File: src/rtl/load_store_unit.sv
// rtl/load_store_unit.sv - RV32I load/store unit with read-modify-write sub-word stores
module load_store_unit (
  input  logic        clk,
  input  logic        reset,
  input  logic        req_valid,
  output logic        req_ready,
  input  logic        req_write,
  input  logic [2:0]  req_funct3,
  input  logic [31:0] req_addr,
  input  logic [31:0] req_wdata,
  output logic        resp_valid,
  output logic [31:0] resp_rdata,
  output logic        resp_err,
  output logic        mem_read,
  output logic        mem_write,
  output logic [6:0]  mem_addr,
  output logic [31:0] mem_wdata,
  input  logic [31:0] mem_rdata
);

  typedef enum logic [2:0] {
    S_IDLE,
    S_RD,
    S_WR_SETUP,
    S_WR_PULSE,
    S_WR_HOLD,
    S_RESP
  } state_t;

  state_t      state_q;
  logic        write_q;
  logic [2:0]  funct3_q;
  logic [8:0]  addr_q;     // bits above 8 are only needed for the range check at acceptance
  logic [15:0] wdata_q;    // only the low halfword feeds the sub-word merge; SW data goes straight out

  logic        resp_valid_q;
  logic [31:0] resp_rdata_q;
  logic        resp_err_q;
  logic        mem_read_q;
  logic        mem_write_q;
  logic [6:0]  mem_addr_q;
  logic [31:0] mem_wdata_q;

  logic        legal_f3;
  logic        misaligned;
  logic        req_err;
  logic        needs_read;
  logic [4:0]  lane_sh;
  logic [31:0] lane_word;
  logic [31:0] load_ext;
  logic [31:0] merge_mask;
  logic [31:0] merged_word;

  assign req_ready  = (state_q == S_IDLE);
  assign resp_valid = resp_valid_q;
  assign resp_rdata = resp_rdata_q;
  assign resp_err   = resp_err_q;
  assign mem_read   = mem_read_q;
  assign mem_write  = mem_write_q;
  assign mem_addr   = mem_addr_q;
  assign mem_wdata  = mem_wdata_q;

  // Classify the incoming request: legality of funct3 for its direction, alignment and range
  always_comb begin
    legal_f3   = 1'b0;
    misaligned = 1'b0;
    if (req_write) begin
      legal_f3 = (req_funct3 == 3'b000) || (req_funct3 == 3'b001) || (req_funct3 == 3'b010);
    end else begin
      legal_f3 = (req_funct3 == 3'b000) || (req_funct3 == 3'b001) || (req_funct3 == 3'b010) ||
                 (req_funct3 == 3'b100) || (req_funct3 == 3'b101);
    end
    if (req_funct3[1:0] == 2'b01) misaligned = req_addr[0];
    if (req_funct3[1:0] == 2'b10) misaligned = (req_addr[1:0] != 2'b00);
    req_err    = !legal_f3 || misaligned || (req_addr[31:9] != 23'd0);
    // Loads and sub-word stores both need the current word first
    needs_read = !req_write || (req_funct3 != 3'b010);
  end

  // Lane selection, load extension and sub-word store merge from the captured request
  always_comb begin
    lane_sh   = {addr_q[1:0], 3'b000};
    lane_word = mem_rdata >> lane_sh;
    case (funct3_q)
      3'b000:  load_ext = {{24{lane_word[7]}}, lane_word[7:0]};
      3'b001:  load_ext = {{16{lane_word[15]}}, lane_word[15:0]};
      3'b100:  load_ext = {24'd0, lane_word[7:0]};
      3'b101:  load_ext = {16'd0, lane_word[15:0]};
      default: load_ext = mem_rdata;
    endcase
    merge_mask  = (funct3_q[0] ? 32'h0000_FFFF : 32'h0000_00FF) << lane_sh;
    merged_word = (mem_rdata & ~merge_mask) | (({16'd0, wdata_q} << lane_sh) & merge_mask);
  end

  // Sequencer: all outputs are registered and set on the transition into the state that owns them
  always_ff @(posedge clk) begin
    if (reset) begin
      state_q      <= S_IDLE;
      write_q      <= 1'b0;
      funct3_q     <= 3'd0;
      addr_q       <= 9'd0;
      wdata_q      <= 16'd0;
      resp_valid_q <= 1'b0;
      resp_rdata_q <= 32'd0;
      resp_err_q   <= 1'b0;
      mem_read_q   <= 1'b0;
      mem_write_q  <= 1'b0;
      mem_addr_q   <= 7'd0;
      mem_wdata_q  <= 32'd0;
    end else begin
      case (state_q)
        S_IDLE: begin
          if (req_valid) begin
            write_q  <= req_write;
            funct3_q <= req_funct3;
            addr_q   <= req_addr[8:0];
            wdata_q  <= req_wdata[15:0];
            if (req_err) begin
              state_q      <= S_RESP;
              resp_valid_q <= 1'b1;
              resp_err_q   <= 1'b1;
              resp_rdata_q <= 32'd0;
            end else if (needs_read) begin
              state_q    <= S_RD;
              mem_read_q <= 1'b1;
              mem_addr_q <= req_addr[8:2];
            end else begin
              state_q     <= S_WR_SETUP;
              mem_addr_q  <= req_addr[8:2];
              mem_wdata_q <= req_wdata;
            end
          end
        end
        S_RD: begin
          mem_read_q <= 1'b0;
          if (write_q) begin
            state_q     <= S_WR_SETUP;
            mem_wdata_q <= merged_word;
          end else begin
            state_q      <= S_RESP;
            mem_addr_q   <= 7'd0;
            resp_valid_q <= 1'b1;
            resp_err_q   <= 1'b0;
            resp_rdata_q <= load_ext;
          end
        end
        S_WR_SETUP: begin
          state_q     <= S_WR_PULSE;
          mem_write_q <= 1'b1;
        end
        S_WR_PULSE: begin
          state_q     <= S_WR_HOLD;
          mem_write_q <= 1'b0;
        end
        S_WR_HOLD: begin
          state_q      <= S_RESP;
          mem_addr_q   <= 7'd0;
          mem_wdata_q  <= 32'd0;
          resp_valid_q <= 1'b1;
          resp_err_q   <= 1'b0;
          resp_rdata_q <= 32'd0;
        end
        S_RESP: begin
          state_q      <= S_IDLE;
          resp_valid_q <= 1'b0;
          resp_err_q   <= 1'b0;
          resp_rdata_q <= 32'd0;
        end
        default: state_q <= S_IDLE;
      endcase
    end
  end

endmodule

File: config.mk
export PLATFORM = sky130hd
export DESIGN_NAME = load_store_unit
export DESIGN_NICKNAME = d
export VERILOG_FILES = /design/src/rtl/load_store_unit.sv
export SDC_FILE = /design/constraint.sdc
export NUM_CORES = 1
export LEC_CHECK = 0
export ABC_AREA = 1
export CAP_MARGIN = 25
export CORE_ASPECT_RATIO = 0.5
export CORE_MARGIN = 4
export CORE_UTILIZATION = 52
export DETAILED_ROUTE_END_ITERATION = 6
export PLACE_DENSITY = 0.94
export SETUP_SLACK_MARGIN = 0.02
export SYNTH_ARGS = -nofsm -noshare
export SYNTH_HDL_FRONTEND = slang
export SYNTH_SLANG_ARGS = --single-unit
File: constraint.sdc
create_clock -name clk -period 3 [get_ports clk]
set_input_delay 0.3 -clock clk [delete_from_list [all_inputs] [get_ports clk]]
set_output_delay 0.3 -clock clk [all_outputs]
set_load 0.02 [all_outputs]
* Word level (Yosys, flattened, before mapping)
Index checks and enable logic that the tools add are counted.
Storage, ports and cells: register bits 100, input port bits 103, output and inout port bits 76, logic and storage cells 101
Cells by class: equal/unequal tests 22, shifts and indexed selects 3, multiplexer cells 34, bitwise gates (word level) 4, reduce and logical (&&, ||, !) cells 26
Operator list (number):
- 2-to-1 mux 32 bit | 7
- case mux 32 bit (3 select lines) | 2
- case mux 32 bit (4 select lines) | 1
- AND 32 bit | 2
- left shift 16 x 5 -> 32 bit | 2
- NOT 32 bit | 1
- bitwise OR 32 bit | 1
- right shift 32 x 5 -> 16 bit | 1
- nonzero test 23 bit | 1
- 2-to-1 mux 7 bit | 3
- case mux 7 bit (3 select lines) | 1
- == test 3 bit, second input constant | 6
- 2-to-1 mux 16 bit | 1
- AND reduction 4 bit | 4
- case mux 3 bit (5 select lines) | 1
- 2-to-1 mux 1 bit | 10
- != test 2 bit, second input constant | 5
- == test 3 x 1 -> 1 bit, second input constant | 3
- == test 3 x 2 -> 1 bit, second input constant | 3
- logical NOT 3 bit | 3
- 2-to-1 mux 3 bit | 3
- logical OR 1 bit | 7
- nonzero test 2 bit | 3
- nonzero test 3 bit | 2
- other kinds (13) | 16

* Longest topological paths before layout
depth in word-level cells 12, gate-level depth with buffers 13, depth with buffers taken out 12

* Least setup slack after synthesis
Ideal clock, no wire load.
path type register to register, start register addr_q[0], end register resp_rdata_q[23] (netlist: resp_rdata[23]), library setup time 0.113 ns, arrival 1.602 ns, required time 2.887 ns, setup slack 1.285 ns, cell stages (with the launch flop) 14, buffers on the path 2, clock period less this slack 1.715 ns, cell sequence dfxtp_1 buf_2 inv_1 nand2_2 nor2_1 nor2_1 nand2_1 a21oi_2 nand2_2 buf_2 nand2_1 nand2_1 nand2_1 nor2_1
Between the ends: word-level cells in the longest chain between the ends 4
Ends and longest elaborated chain:
- from (decl) | RTL line 33 | logic [8:0] addr_q;
- from (signal assigned) | RTL line 116 | addr_q <= req_addr[8:0];
- right shift 32 x 5 -> 16 bit | RTL line 83 | lane_word = mem_rdata >> lane_sh;
- case mux 32 bit (4 select lines) | RTL line 84 | case (funct3_q)
- 2-to-1 mux 32 bit | RTL line 136 | if (write_q) begin
- case mux 32 bit (3 select lines) | RTL line 111 | case (state_q)
- to (signal assigned) | RTL line 144 | resp_rdata_q <= load_ext;
- to (decl) | RTL line 37 | logic [31:0] resp_rdata_q;
No other way between the ends. The select of a mux whose other input is x is not followed. A chain may end at the register's enable or synchronous reset.

* Worst setup path in the final report
start register state_q[1], end register mem_wdata_q[7] (netlist: mem_wdata[7])
Between the ends: word-level cells in the longest chain between the ends 3, elaborated cells on any way between the ends 10, classes of those cells 6 x eq/ne; 1 x mux; 3 x reduce/logical
Ends and longest elaborated chain:
- from (decl) | RTL line 30 | state_t state_q;
- from (signal assigned) | RTL line 98 | state_q <= S_IDLE;
- from (signal assigned) | RTL line 119 | state_q <= S_RESP;
- from (signal assigned) | RTL line 124 | state_q <= S_RD;
- == test 3 x 1 -> 1 bit (tied with other cells) | RTL line 111
- != test 2 bit (no line) or nonzero test 3 bit (tied branches)
- AND reduction 5 bit (no line)
- to (signal assigned) | RTL line 130 | mem_wdata_q <= req_wdata;
- to (signal assigned) | RTL line 138 | mem_wdata_q <= merged_word;
- to (decl) | RTL line 42 | logic [31:0] mem_wdata_q;
Parallel ways exist; a longest one is shown, timed or not.

==> reports/metrics.yaml <==
logic_synthesis:
  ys_seq_elements: 100
  syn_area_per_cell_um2: 5.749
  async_flop_share_pct: 0
  synth_top_area_share_pct: 33.68
  yosysSeqAreaShare_pct: 33.68
  ys_types: 28
  synthFlopType: "dfxtp_1"
  synthTopCellsByArea: "dfxtp_1, nand2_1, nor2_1, inv_1, a21oi_1"
  syn_nets: 1137
  synthCells: 1034
  synth-edff-count: 0
  syn-cell-area_um2: 5944
  ys_warn_count: 0
  synth_area_leader_cell: "dfxtp_1"
power:
  peakVddDrop_mv: 0.4672
  finalPower_mw: 8.448
  clkPwrFrac_pct: 14.5
  power-per-cell-area_nw_per_um2: 1042
  p_leak_nw: 3.858
  switching_share_pct: 48.53
  p_switching_mw: 4.100
  share_comb_of_total_power_pct: 60.1
  p_int_mw: 4.348
  seqPwrFrac_pct: 25.4
global_routing:
  grt_max_degree: 54
  met3_usage_pct: 8.485
  track_usage_pct: 30.22
  grt_pass1_vias: 6598
  overflow: 0
  use_met2_pct: 50.29
  busiest_layer: "met2"
  grt_use_met1_pct: 39.08
  grt_pass1_wl_um: 32980
  antenna_found_initial: 0
timing:
  final.setup.tns_ns: 0
  slew_violations: 0
  fin_skew_ns: 0.01081
  setup_viol: 0
  holdWs_ns: 0.4581
  worst_pin_slew_ns: 0.7423
  fmax_mhz: 418.7
  maxSlewHeadroom_pct: 50.46
  min_period_over_period_pct: 79.62
  rsz0062_at_grt: "false"
  final-hold-violation-count: 0
  post-route-min-period_ns: 2.389
clock_network:
  htreeDepth: 3
  cts_tree: "yes"
  post_cts.repair.setup_buffers: 0
  root_buffer: "clkbuf_16"
  cts_hold_buf: 0
  clk_latency_ns: 0.35
  clk_path_buf_depth: 2
  cts_buffers: 9
  clock_sinks: 100
  clk_pin_slew_ns: 0.08
  post_cts.resized_instances: 0
hold_path:
  hold_start: "mem_read"
  worstHoldEndpoint: "mem_read"
  hold_class: "register to register"
  min_path_cells: 2
floorplan:
  die_width_um: 159.2
  die_h_um: 83.61
  start_util_pct: 53.65
  core-area_um2: 11080
  io_pins: 179
  std_cell_rows: 27
  die-area_um2: 13310
setup_path:
  cp_max_fo: 53
  r2r_end: "mem_wdata[7]"
  timing.rr.start: "state_q[1]"
  r2r_cells: 9
  required_ns: 3.29
  rrSetupSlack_ns: 0.61
  arrival_ns: 2.68
  crit_type: "register to register"
  end_kind: "register"
  cp-start-kind: "register"
detailed_routing:
  wl_per_cell_um: 15.89
  dr.pass1.iters: 6
  postRouteAntennaNets: 0
  drc_errors: 0
  via_per_inst: 5.354
  routed_wirelength_um: 21160
  drt_iter0_markers: 739
  via_count: 7131
placement:
  portBuffers: 178
  gp_congestion: 0.9425
  post-place-cells: 1316
  dp_hpwl_um: 15810
flow_run:
  maxCapViolCount: 0
layout:
  syn2layout_area_growth_pct: 36.43
  stdcell_count: 1332
  diodes: 0
  drive_gt1_share_pct: 3.875
  nets: 1285
outcome:
  status: "completed"
-- layer usage --
| layer | part of all wire, % | routed length, um |
|---|---|---|
| met1 | 42 | 8793 |
| met2 | 46 | 9682 |
| met3 | 11 | 2350 |
| met4 | 1.6 | 333 |
| met5 | 0 | 0 |
-- worst max-delay path, cell delays in order, from the launching register on --
cell	delay, ns
dfxtp_1	0.47
nor2_1	0.12
nand2_2	0.08
buf_4	0.45
nand2_1	0.13
inv_1	0.58
nand2_1	0.09
o21ai_0	0.19
nor2_1	0.10
nor2_1	0.11
-- worst max path at each step --
stage                                 to  depth (start not counted)          from  slack [ns]
after global routing        mem_wdata[7]                          9    state_q[1]        0.39
after detailed placement   mem_wdata[14]                         13  req_addr[30]        0.50
after CTS                   mem_wdata[7]                          9    state_q[1]        0.67
after floorplan           resp_rdata[23]                         13     addr_q[0]        1.29
after global placement      mem_wdata[3]                         12  req_addr[22]        0.63
final                       mem_wdata[7]                          9    state_q[1]        0.61
-- final cells by class --
| type | instances | area (um^2) |
|---|---|---|
| Multi-Input combinational cell | 725 | 3127 |
| Fill cell | 975 | 2970 |
| Sequential cell | 100 | 2002 |
| Timing Repair Buffer | 196 | 1929 |
| Inverter | 150 | 563.0 |
| Clock buffer | 9 | 225.2 |
| Tap cell | 145 | 181.4 |
| Clock inverter | 7 | 82.58 |
-- flip-flops by register name, indices dropped and copies added (netlist names), 2 cells and up --
name	flops
state_q	3
funct3_q	3
wdata_q	16
addr_q	2
resp_rdata	32
mem_wdata	32
mem_addr	7
-- synth_stat cells, types with 2 or more instances --
master    count
o211ai_1      2
o21ai_0      89
a21oi_1      97
inv_1       145
dfxtp_1     100
nand2_1     293
nand2_2       5
nor2_1      181
buf_2        16
nand3_1      19
inv_2         3
clkinv_1      2
o221ai_1      5
nand4_1      24
buf_1         2
clkbuf_1     39
-- power groups by stage --
stage | registers [mW] | logic [mW] | clock network [mW]
5_1_grt | 2.21 | 5.57 | 1.28
3_5_place_dp | 2.17 | 4.95 | 0
6_report | 2.14 | 5.08 | 1.23
4_1_cts | 2.14 | 4.99 | 1.23
2_1_floorplan | 2.58 | 2.77 | 0
3_3_place_gp | 2.14 | 4.82 | 0
-- placed cells by master (no fill, tap or decap) --
cell type,Yosys,routed
a31oi_1,1,1
o221ai_1,5,5
nand2_1,293,293
nor3b_4,1,1
a21oi_1,97,97
inv_6,0,1
buf_4,1,17
clkbuf_16,0,9
a21oi_2,1,1
clkinvlp_4,0,1
a41oi_1,1,1
nand2_2,5,5
inv_2,3,4
or2_1,1,1
and2_1,1,1
clkinv_2,0,1
o21ai_1,1,1
nand3_2,1,1
buf_12,0,1
and3_1,1,1
inv_8,0,2
clkinv_1,2,2
o21ai_0,89,89
inv_1,145,144
nor3_1,1,1
nor2_1,181,181
bufinv_16,0,1
dfxtp_1,100,100
o211ai_1,2,2
clkdlybuf4s50_1,0,178
nand4_1,24,24
clkinv_4,0,1
nand3_1,19,19
-- per-stage QoR --
| stage | cell area [um^2] | utilization, % | setup WS (ns) |
|---|---|---|---|
| after detailed placement | 7802 | 70.42 | 0.5035 |
| after floorplan | 5944 | - | 1.285 |
| final | 8110 | 73.19 | 0.6114 |
| after global routing | 8110 | 73.19 | 0.3939 |
| after global placement | 7802 | 70.42 | 0.6271 |
| after CTS | 8110 | 73.19 | 0.6716 |
-- logic make-up after synthesis --
| kind of cell | share of synthesized area [%] |
|---|---|
| AOI/OAI and AO/OA | 17.13 |
| and+or+nand+nor | 35.47 |
| DFF | 33.68 |
| buffers and inverters | 13.72 |
(Power assumes the default switching activity.)
